--- src/rtl/sp_pack_ctrl_if.sv ---
// Handshake bundle for the beat packer: upstream beats in, assembled words out.
// master = the side that feeds beats and consumes words; slave = the packer.
interface sp_pack_ctrl_if #(
    parameter int unsigned N = 4,
    parameter int unsigned M = 2
);
    localparam int unsigned W  = M * N;
    localparam int unsigned CW = $clog2(M + 1);

    logic          in_valid;
    logic [N-1:0]  in_data;
    logic          in_ready;
    logic          flush;
    logic          out_valid;
    logic [W-1:0]  out_data;
    logic          out_partial;
    logic          out_ready;
    logic [CW-1:0] fill_cnt;

    modport master (
        output in_valid, in_data, flush, out_ready,
        input  in_ready, out_valid, out_data, out_partial, fill_cnt
    );

    modport slave (
        input  in_valid, in_data, flush, out_ready,
        output in_ready, out_valid, out_data, out_partial, fill_cnt
    );
endinterface

--- src/rtl/sp_pack_ctrl.sv ---
// Packs M beats of N bits into one M*N-bit word, first beat in the MSBs.
// A flush closes a partial word early, zero-padding the unused low beats.
module sp_pack_ctrl #(
    parameter int unsigned N = 4,
    parameter int unsigned M = 2
) (
    input  logic           clk,
    input  logic           reset,
    sp_pack_ctrl_if.slave  bus
);
    localparam int unsigned W  = M * N;
    localparam int unsigned CW = $clog2(M + 1);

    typedef enum logic [1:0] {
        IDLE = 2'd0,
        FILL = 2'd1,
        FULL = 2'd2
    } state_e;

    state_e        state_q, state_d;
    logic [W-1:0]  data_q, data_d;
    logic [CW-1:0] cnt_q, cnt_d;
    logic          partial_q, partial_d;

    logic          in_ready;
    logic          accept;
    logic          out_valid;
    logic [W-1:0]  acc_data;
    logic [CW-1:0] acc_cnt;

    // Left-justify a word holding c beats by pushing zero beats in behind it.
    function automatic logic [W-1:0] pad_word(input logic [W-1:0] d, input logic [CW-1:0] c);
        return d << (N * (M - 32'(c)));
    endfunction

    // Backpressure only while a finished word waits; reset forces not-ready.
    assign in_ready  = reset && ((state_q != FULL) || bus.out_ready);
    assign accept    = bus.in_valid && in_ready;
    assign out_valid = (state_q == FULL);

    assign acc_data = {data_q[W-N-1:0], bus.in_data};
    assign acc_cnt  = cnt_q + CW'(1);

    always_ff @(posedge clk) begin
        if (!reset) begin
            state_q   <= IDLE;
            data_q    <= '0;
            cnt_q     <= '0;
            partial_q <= 1'b0;
        end else begin
            state_q   <= state_d;
            data_q    <= data_d;
            cnt_q     <= cnt_d;
            partial_q <= partial_d;
        end
    end

    always_comb begin
        state_d   = state_q;
        data_d    = data_q;
        cnt_d     = cnt_q;
        partial_d = partial_q;

        unique case (state_q)
            IDLE: begin
                // Flush with nothing held is a no-op, even alongside a beat.
                if (accept) begin
                    data_d  = W'(bus.in_data);
                    cnt_d   = CW'(1);
                    state_d = FILL;
                end
            end

            FILL: begin
                if (accept) begin
                    if (acc_cnt == CW'(M)) begin
                        data_d    = acc_data;
                        cnt_d     = '0;
                        partial_d = 1'b0;
                        state_d   = FULL;
                    end else if (bus.flush) begin
                        data_d    = pad_word(acc_data, acc_cnt);
                        cnt_d     = '0;
                        partial_d = 1'b1;
                        state_d   = FULL;
                    end else begin
                        data_d = acc_data;
                        cnt_d  = acc_cnt;
                    end
                end else if (bus.flush) begin
                    data_d    = pad_word(data_q, cnt_q);
                    cnt_d     = '0;
                    partial_d = 1'b1;
                    state_d   = FULL;
                end
            end

            FULL: begin
                // Consume and optionally start the next word in the same cycle.
                if (bus.out_ready) begin
                    partial_d = 1'b0;
                    if (accept) begin
                        data_d  = W'(bus.in_data);
                        cnt_d   = CW'(1);
                        state_d = FILL;
                    end else begin
                        data_d  = '0;
                        cnt_d   = '0;
                        state_d = IDLE;
                    end
                end
            end

            default: begin
                state_d   = IDLE;
                data_d    = '0;
                cnt_d     = '0;
                partial_d = 1'b0;
            end
        endcase
    end

    assign bus.in_ready    = in_ready;
    assign bus.out_valid   = out_valid;
    assign bus.out_data    = out_valid ? data_q : '0;
    assign bus.out_partial = partial_q;
    assign bus.fill_cnt    = cnt_q;

    // A word left waiting must not change underneath the consumer.
    a_hold_stable: assert property (@(posedge clk) disable iff (!reset)
        (out_valid && !bus.out_ready) |=> (out_valid && $stable(data_q) && $stable(partial_q)));

    a_cnt_range: assert property (@(posedge clk) disable iff (!reset)
        (32'(cnt_q) < M));

endmodule

--- src/flat_wrapper.sv ---
// flat-port wrapper written by rule: the top's interface ports become plain ports
module sp_pack_ctrl_flat 
#(
    parameter int unsigned N = 4,
    parameter int unsigned M = 2
)
  (clk, reset, bus_in_valid, bus_in_data, bus_flush, bus_out_ready, bus_in_ready, bus_out_valid, bus_out_data, bus_out_partial, bus_fill_cnt);
  sp_pack_ctrl_if #(.N(N), .M(M)) bus_i ();
  input  logic clk;
  input  logic reset;
  input wire logic [$bits(bus_i.in_valid)-1:0] bus_in_valid;
  input wire logic [$bits(bus_i.in_data)-1:0] bus_in_data;
  input wire logic [$bits(bus_i.flush)-1:0] bus_flush;
  input wire logic [$bits(bus_i.out_ready)-1:0] bus_out_ready;
  output wire logic [$bits(bus_i.in_ready)-1:0] bus_in_ready;
  output wire logic [$bits(bus_i.out_valid)-1:0] bus_out_valid;
  output wire logic [$bits(bus_i.out_data)-1:0] bus_out_data;
  output wire logic [$bits(bus_i.out_partial)-1:0] bus_out_partial;
  output wire logic [$bits(bus_i.fill_cnt)-1:0] bus_fill_cnt;
  assign bus_i.in_valid = bus_in_valid;
  assign bus_i.in_data = bus_in_data;
  assign bus_i.flush = bus_flush;
  assign bus_i.out_ready = bus_out_ready;
  assign bus_in_ready = bus_i.in_ready;
  assign bus_out_valid = bus_i.out_valid;
  assign bus_out_data = bus_i.out_data;
  assign bus_out_partial = bus_i.out_partial;
  assign bus_fill_cnt = bus_i.fill_cnt;
  sp_pack_ctrl #(.N(N), .M(M)) u_core (.clk(clk), .reset(reset), .bus(bus_i));
endmodule
--- config.mk ---
export PLATFORM = sky130hd
export DESIGN_NAME = sp_pack_ctrl_flat
export DESIGN_NICKNAME = d
export VERILOG_FILES = /design/src/rtl/sp_pack_ctrl_if.sv /design/src/rtl/sp_pack_ctrl.sv /design/src/flat_wrapper.sv
export SDC_FILE = /design/constraint.sdc
export NUM_CORES = 1
export LEC_CHECK = 0
export ABC_AREA = 1
export CORE_UTILIZATION = 46
export CTS_BUF_LIST = sky130_fd_sc_hd__clkbuf_2 sky130_fd_sc_hd__clkbuf_4 sky130_fd_sc_hd__clkbuf_8
export CTS_CLUSTER_DIAMETER = 80
export CTS_CLUSTER_SIZE = 30
export DETAILED_ROUTE_END_ITERATION = 8
export PLACE_DENSITY = 0.76
export RECOVER_POWER = 50
export SLEW_MARGIN = 20
export SYNTH_ARGS = -nofsm -noshare
export SYNTH_HDL_FRONTEND = slang
export SYNTH_SLANG_ARGS = --single-unit
--- constraint.sdc ---
create_clock -name clk -period 1.6 [get_ports clk]
set_input_delay 0.48 -clock clk [delete_from_list [all_inputs] [get_ports clk]]
set_output_delay 0.48 -clock clk [all_outputs]
set_load 0.1 [all_outputs]
# --- After elaboration in Yosys (flattened, before gate mapping) ---
# Index checks and enable logic that the tools add are counted.
op_classes:
  n_addsub: 3
  n_eq_ne: 7
  shifts: 2
  n_mux: 26
  bitwise_logic: 1
  n_reduce_logical: 7
ops:
  columns: ["operator", "count"]
  rows:
  - ["$shl A8 B32 Y8", 2]
  - ["$mux W8", 7]
  - ["$pmux W8 S3", 1]
  - ["$mux W2", 9]
  - ["$pmux W2 S3", 2]
  - ["$sub A2 B2 Y3 const A", 2]
  - ["$mux W1", 5]
  - ["$eq A2 B2 Y1 const B", 2]
  - ["$mux W4", 1]
  - ["$ne A2 B2 Y1 const B", 2]
  - ["$reduce_and A2 Y1", 2]
  - ["$ne A3 B2 Y1 const B", 1]
  - ["$pmux W1 S3", 1]
  - ["$reduce_and A3 Y1", 1]
  - ["$add A2 B1 Y2 const B", 1]
  - ["$eq A2 B1 Y1 const B", 1]
  - ["$logic_and A1 B1 Y1", 2]
  - ["$logic_not A2 Y1", 1]
  - ["$ne A2 B1 Y1 const B", 1]
  - ["$logic_or A1 B1 Y1", 1]
  - ["$not A1 Y1", 1]
word_totals:
  reg_bits: 13
  inputBits: 9
  out_inout_bits: 13
  word_cells: 50

# --- Depth between registers and ports, before layout ---
logic_depth:
  depth_word: 7
  ltp_mapped: 11
  depth_no_buf: 11

# --- Least setup slack after synthesis ---
# OpenSTA, ideal clock, no wires.
synth_path:
  path_type: "register to register"
  start: "register u_core.cnt_q[0] (netlist: u_core.bus.fill_cnt[0])"
  end: "register u_core.data_q[7]"
  arrival_time_ns: 2.352
  required_time_ns: 1.528
  slack_ns: -0.824
  path_stages_with_launch: 10
  path_cell_list: "dfxtp_1 -> buf_2 -> inv_2 -> ha_1 -> or2_2 -> nand2_2 -> nand2_2 -> nor2_1 -> nand3_1 -> a21oi_1"
synth_via:
  elab_chain_len: 7
synth_rtl:
  columns: ["element", "line_no", "rtl"]
  rows:
  - ["start, declared", "sp_pack_ctrl.sv:22", "logic [CW-1:0] cnt_q, cnt_d;"]
  - ["start signal, assigned", "sp_pack_ctrl.sv:53", "cnt_q <= cnt_d;"]
  - ["$add A2 B1 Y2", "sp_pack_ctrl.sv:42", "assign acc_cnt = cnt_q + CW'(1);"]
  - ["$sub A2 B2 Y3", "sp_pack_ctrl.sv:33", "return d << (N * (M - 32'(c)));"]
  - ["$shl A8 B32 Y8", "sp_pack_ctrl.sv:33", null]
  - ["$mux W8", "sp_pack_ctrl.sv:81", "end else if (bus.flush) begin"]
  - ["$mux W8", "sp_pack_ctrl.sv:76", "if (acc_cnt == CW'(M)) begin"]
  - ["$mux W8 (*)", "sp_pack_ctrl.sv:75", "if (accept) begin"]
  - ["$pmux W8 S3 (*)", "sp_pack_ctrl.sv:64", "unique case (state_q)"]
  - ["end signal, assigned", "sp_pack_ctrl.sv:52", "data_q <= data_d;"]
  - ["end, declared", "sp_pack_ctrl.sv:21", "logic [W-1:0] data_q, data_d;"]
# Every way passes the cells marked *; elsewhere a longest branch is shown, timed or not. The select of a mux whose other input is x is not followed.
# A chain may end at the register's enable or synchronous reset.

# --- Worst setup path after layout ---
layout_path:
  start: "register u_core.state_q[0]"
  end: "output port bus_in_ready"
layout_via:
  elab_chain_len: 3
layout_rtl:
  columns: ["element", "line_no", "rtl"]
  rows:
  - ["start, declared", "sp_pack_ctrl.sv:20", "state_e state_q, state_d;"]
  - ["start signal, assigned", "sp_pack_ctrl.sv:51", "state_q <= state_d;"]
  - ["$ne A2 B2 Y1", "sp_pack_ctrl.sv:37", "assign in_ready = reset && ((state_q != FULL) || bus.out_ready);"]
  - ["$logic_or A1 B1 Y1", "sp_pack_ctrl.sv:37", null]
  - ["$logic_and A1 B1 Y1", "sp_pack_ctrl.sv:37", null]
  - ["end, declared", "flat_wrapper.sv:15", "output wire logic [$bits(bus_i.in_ready)-1:0] bus_in_ready;"]
# No other way between the ends.

==> impl_metrics.env <==
export IMPL_antenna_found_initial=0
export IMPL_cts_path_max_buffers=2
export IMPL_fmaxAchievable_ghz=0.598
export IMPL_combPwrFrac_pct=46.0
export IMPL_hold_class="reg2reg"
export IMPL_setup_worst_path_end_class="output pin"
export IMPL_grt_overflow=0
export IMPL_hold_viol_final=0
export IMPL_place_congestion=0.850
export IMPL_nFillCells=60
export IMPL_yosys_top_cells_area="dfxtp_1 29%, nand2_1 12%, nand3_1 8.8%"
export IMPL_path_max_fanout=5
export IMPL_drt_iter0_drc=93
export IMPL_via_per_inst=5.91
export IMPL_grt_pass1_wl_um=5520
export IMPL_failed_checks="negative setup slack"
export IMPL_ios=22
export IMPL_dpl_instance_area_um2=1520
export IMPL_grt_max_degree=12
export IMPL_final_antenna_net_count=0
export IMPL_synth_top_area_share_pct=28.5
export IMPL_setup_slack_ns=-0.0731
export IMPL_period_share_pct=105
export IMPL_tightest_slew_ns=0.303
export IMPL_drc=0
export IMPL_yosys_cell_types_count=22
export IMPL_start_util_pct=51.2
export IMPL_die_h_um=46.5
export IMPL_num_rows=15
export IMPL_outcome="finished, violations left"
export IMPL_die_area_um2=2170
export IMPL_cts_root_buf="clkbuf_4"
export IMPL_grt_setup_unrepaired="true"
export IMPL_finalSetupViolations=12
export IMPL_clkPwrFrac_pct=20.5
export IMPL_syn_area_um2=912
export IMPL_die_w_um=46.5
export IMPL_drive_gt1_share_pct=45.6
export IMPL_switching_share_pct=42.0
export IMPL_slew_viol_final=0
export IMPL_p_switching_mw=0.468
export IMPL_seqPwrFrac_pct=33.5
export IMPL_drt_pass1_iterations=4
export IMPL_ys_ff_latch=13
export IMPL_critPathRequiredTime_ns=1.12
export IMPL_peakVddDrop_uv=660
export IMPL_antennaDiodeCount=0
export IMPL_fin_area_um2=1650
export IMPL_coreArea_um2=1780
export IMPL_cts_sinks=13
export IMPL_clk_pin_slew_ns=0.09
export IMPL_yosysSeqAreaShare_pct=28.5
export IMPL_cts_tree="built"
export IMPL_min_period_ns=1.67
export IMPL_worstSetupPathType="reg2out"
export IMPL_mappedNetlistNets=159
export IMPL_numCtsBuffers=3
export IMPL_relSlewSlack_pct=79.9
export IMPL_io_buffer_count=21
export IMPL_synth_top_area_cell="dfxtp_1"
export IMPL_first_global_vias=1207
export IMPL_syn_inst=147
export IMPL_skew_ns=0.0138
export IMPL_placedCellCount=207
export IMPL_hpwl_um=2160
export IMPL_insertion_delay_ns=0.29
export IMPL_ys_warn_count=0
export IMPL_cellLeakagePower_nw=0.726
export IMPL_nNetsFinal=208
export IMPL_totalWireLength_um=4290
export IMPL_avgSynthCellArea_um2=6.20
export IMPL_p_int_mw=0.647
export IMPL_wl_per_cell_um=19.5
export IMPL_cp_arrival_ns=1.19
export IMPL_grtUsageTotal_pct=37.0
export IMPL_final_cells=220
export IMPL_drv_cap=0
export IMPL_htree_levels=1
export IMPL_syn2layout_area_growth_pct=80.7
export IMPL_p_per_area_nw_per_um2=677
export IMPL_startpoint_type="register"
export IMPL_num_vias=1301
export IMPL_cts_hold_buf=0
-- repair_timing --
action                     in CTS  in global routing
cloned                          1                  0
pin swaps                       4                  2
setup endpoints to repair      15                 19
setup buffers                   6                  2
gates resized for setup        11                 10
-- metrics by stage --
step           setup TNS [ns]  setup WS [ns]  power, mW  hold WS [ns]  utilization, %
2_1_floorplan         -0.0376        -0.0318      0.656         0.439               -
3_3_place_gp            -3.13         -0.319      0.784         0.449            85.3
3_5_place_dp            -3.84         -0.389      0.802         0.457            85.3
4_1_cts                -0.135        -0.0312       1.04         0.468            91.0
5_1_grt                 -1.09         -0.151       1.15         0.479            92.4
6_report               -0.524        -0.0731       1.12         0.466            92.4
-- cells by family after synthesis --
kind of cell    Yosys count  share of synthesized area [%]
simple gates             75                           38.5
buf+inv                  32                           14.1
compound gates           24                           14.7
flops                    13                           28.5
fa+ha+maj                 3                           4.12
-- power groups by stage --
stage	logic, mW	clock network [mW]	registers [mW]
after global placement	0.404	0	0.380
after CTS	0.445	0.226	0.374
after global routing	0.531	0.240	0.375
after floorplan	0.253	0	0.403
final	0.513	0.228	0.374
after detailed placement	0.421	0	0.381
-- worst max-delay path, cell delays in order, from the launching register on --
cell and delay, ns:
dfxtp_4 0.38, inv_8 0.09, nand3_4 0.09, nand2_4 0.08, clkinvlp_4 0.09, buf_12 0.17
-- layout make-up --
class / count / area, um2 / area share, %
Inverter: 30 / 135 / 8.20
Multi-Input combinational cell: 103 / 667 / 40.5
Clock buffer: 4 / 30.0 / 1.82
Sequential cell: 13 / 275 / 16.7
Tap cell: 25 / 31.3 / 1.90
Timing Repair Buffer: 45 / 509 / 30.9
-- cell usage in the layout (no fill, tap or decap), types with 2 or more instances in the layout --
| master | netlist | routed |
|---|---|---|
| nand2_1 | 29 | 25 |
| buf_4 | 0 | 24 |
| inv_1 | 21 | 16 |
| nand3_1 | 16 | 15 |
| buf_12 | 0 | 12 |
| a21oi_1 | 12 | 11 |
| nor2_4 | 0 | 9 |
| nor2_1 | 18 | 9 |
| dfxtp_1 | 13 | 9 |
| inv_2 | 8 | 8 |
| nand2_2 | 6 | 7 |
| o21ai_1 | 1 | 5 |
| clkbuf_4 | 0 | 5 |
| nand2_4 | 1 | 4 |
| clkdlybuf4s50_1 | 0 | 4 |
| dfxtp_4 | 0 | 4 |
| o21ai_0 | 7 | 3 |
| clkinvlp_4 | 0 | 2 |
| nand3_4 | 1 | 2 |
| o21ai_2 | 2 | 2 |
| nand4_1 | 2 | 2 |
| ha_1 | 3 | 2 |
| dlymetal6s2s_1 | 0 | 2 |
-- routing by layer --
layer / vias up / track usage [%] / wire length, um
met5: - / 0 / 0
met4: 0 / 18.2 / 266
met3: 40 / 9.02 / 428
met2: 102 / 64.7 / 2080
met1: 598 / 40.9 / 1510
li1: 561 / - / -
-- worst paths after layout --
kind	start	depth (start not counted)	slack, ns	endpoint
max	u_core.state_q[0]	5	-0.07	bus_in_ready
min reg2reg	u_core.data_q[7]	2	0.47	u_core.data_q[7]
max reg2reg	u_core.state_q[1]	11	-0.03	u_core.bus.fill_cnt[0]
min	u_core.data_q[7]	2	0.47	u_core.data_q[7]
-- sequential cells by signal, summed over array words and instances (netlist names) --
register,flops
u_core.state_q,2
u_core.bus.fill_cnt,2
u_core.bus.out_partial,1
u_core.data_q,8
-- cell usage after synthesis --
library cell,instances
clkinv_1,1
nor2_1,18
o21ai_2,2
nand2_4,1
inv_2,8
buf_2,1
nand4_1,2
buf_6,1
nand3_4,1
a21oi_1,12
o21ai_1,1
o221ai_1,1
dfxtp_1,13
nand3_1,16
inv_1,21
nand2_2,6
o211ai_1,1
nand3_2,1
or2_2,1
nand2_1,29
ha_1,3
o21ai_0,7
No activity file was read; power rests on OpenSTA's default activity.
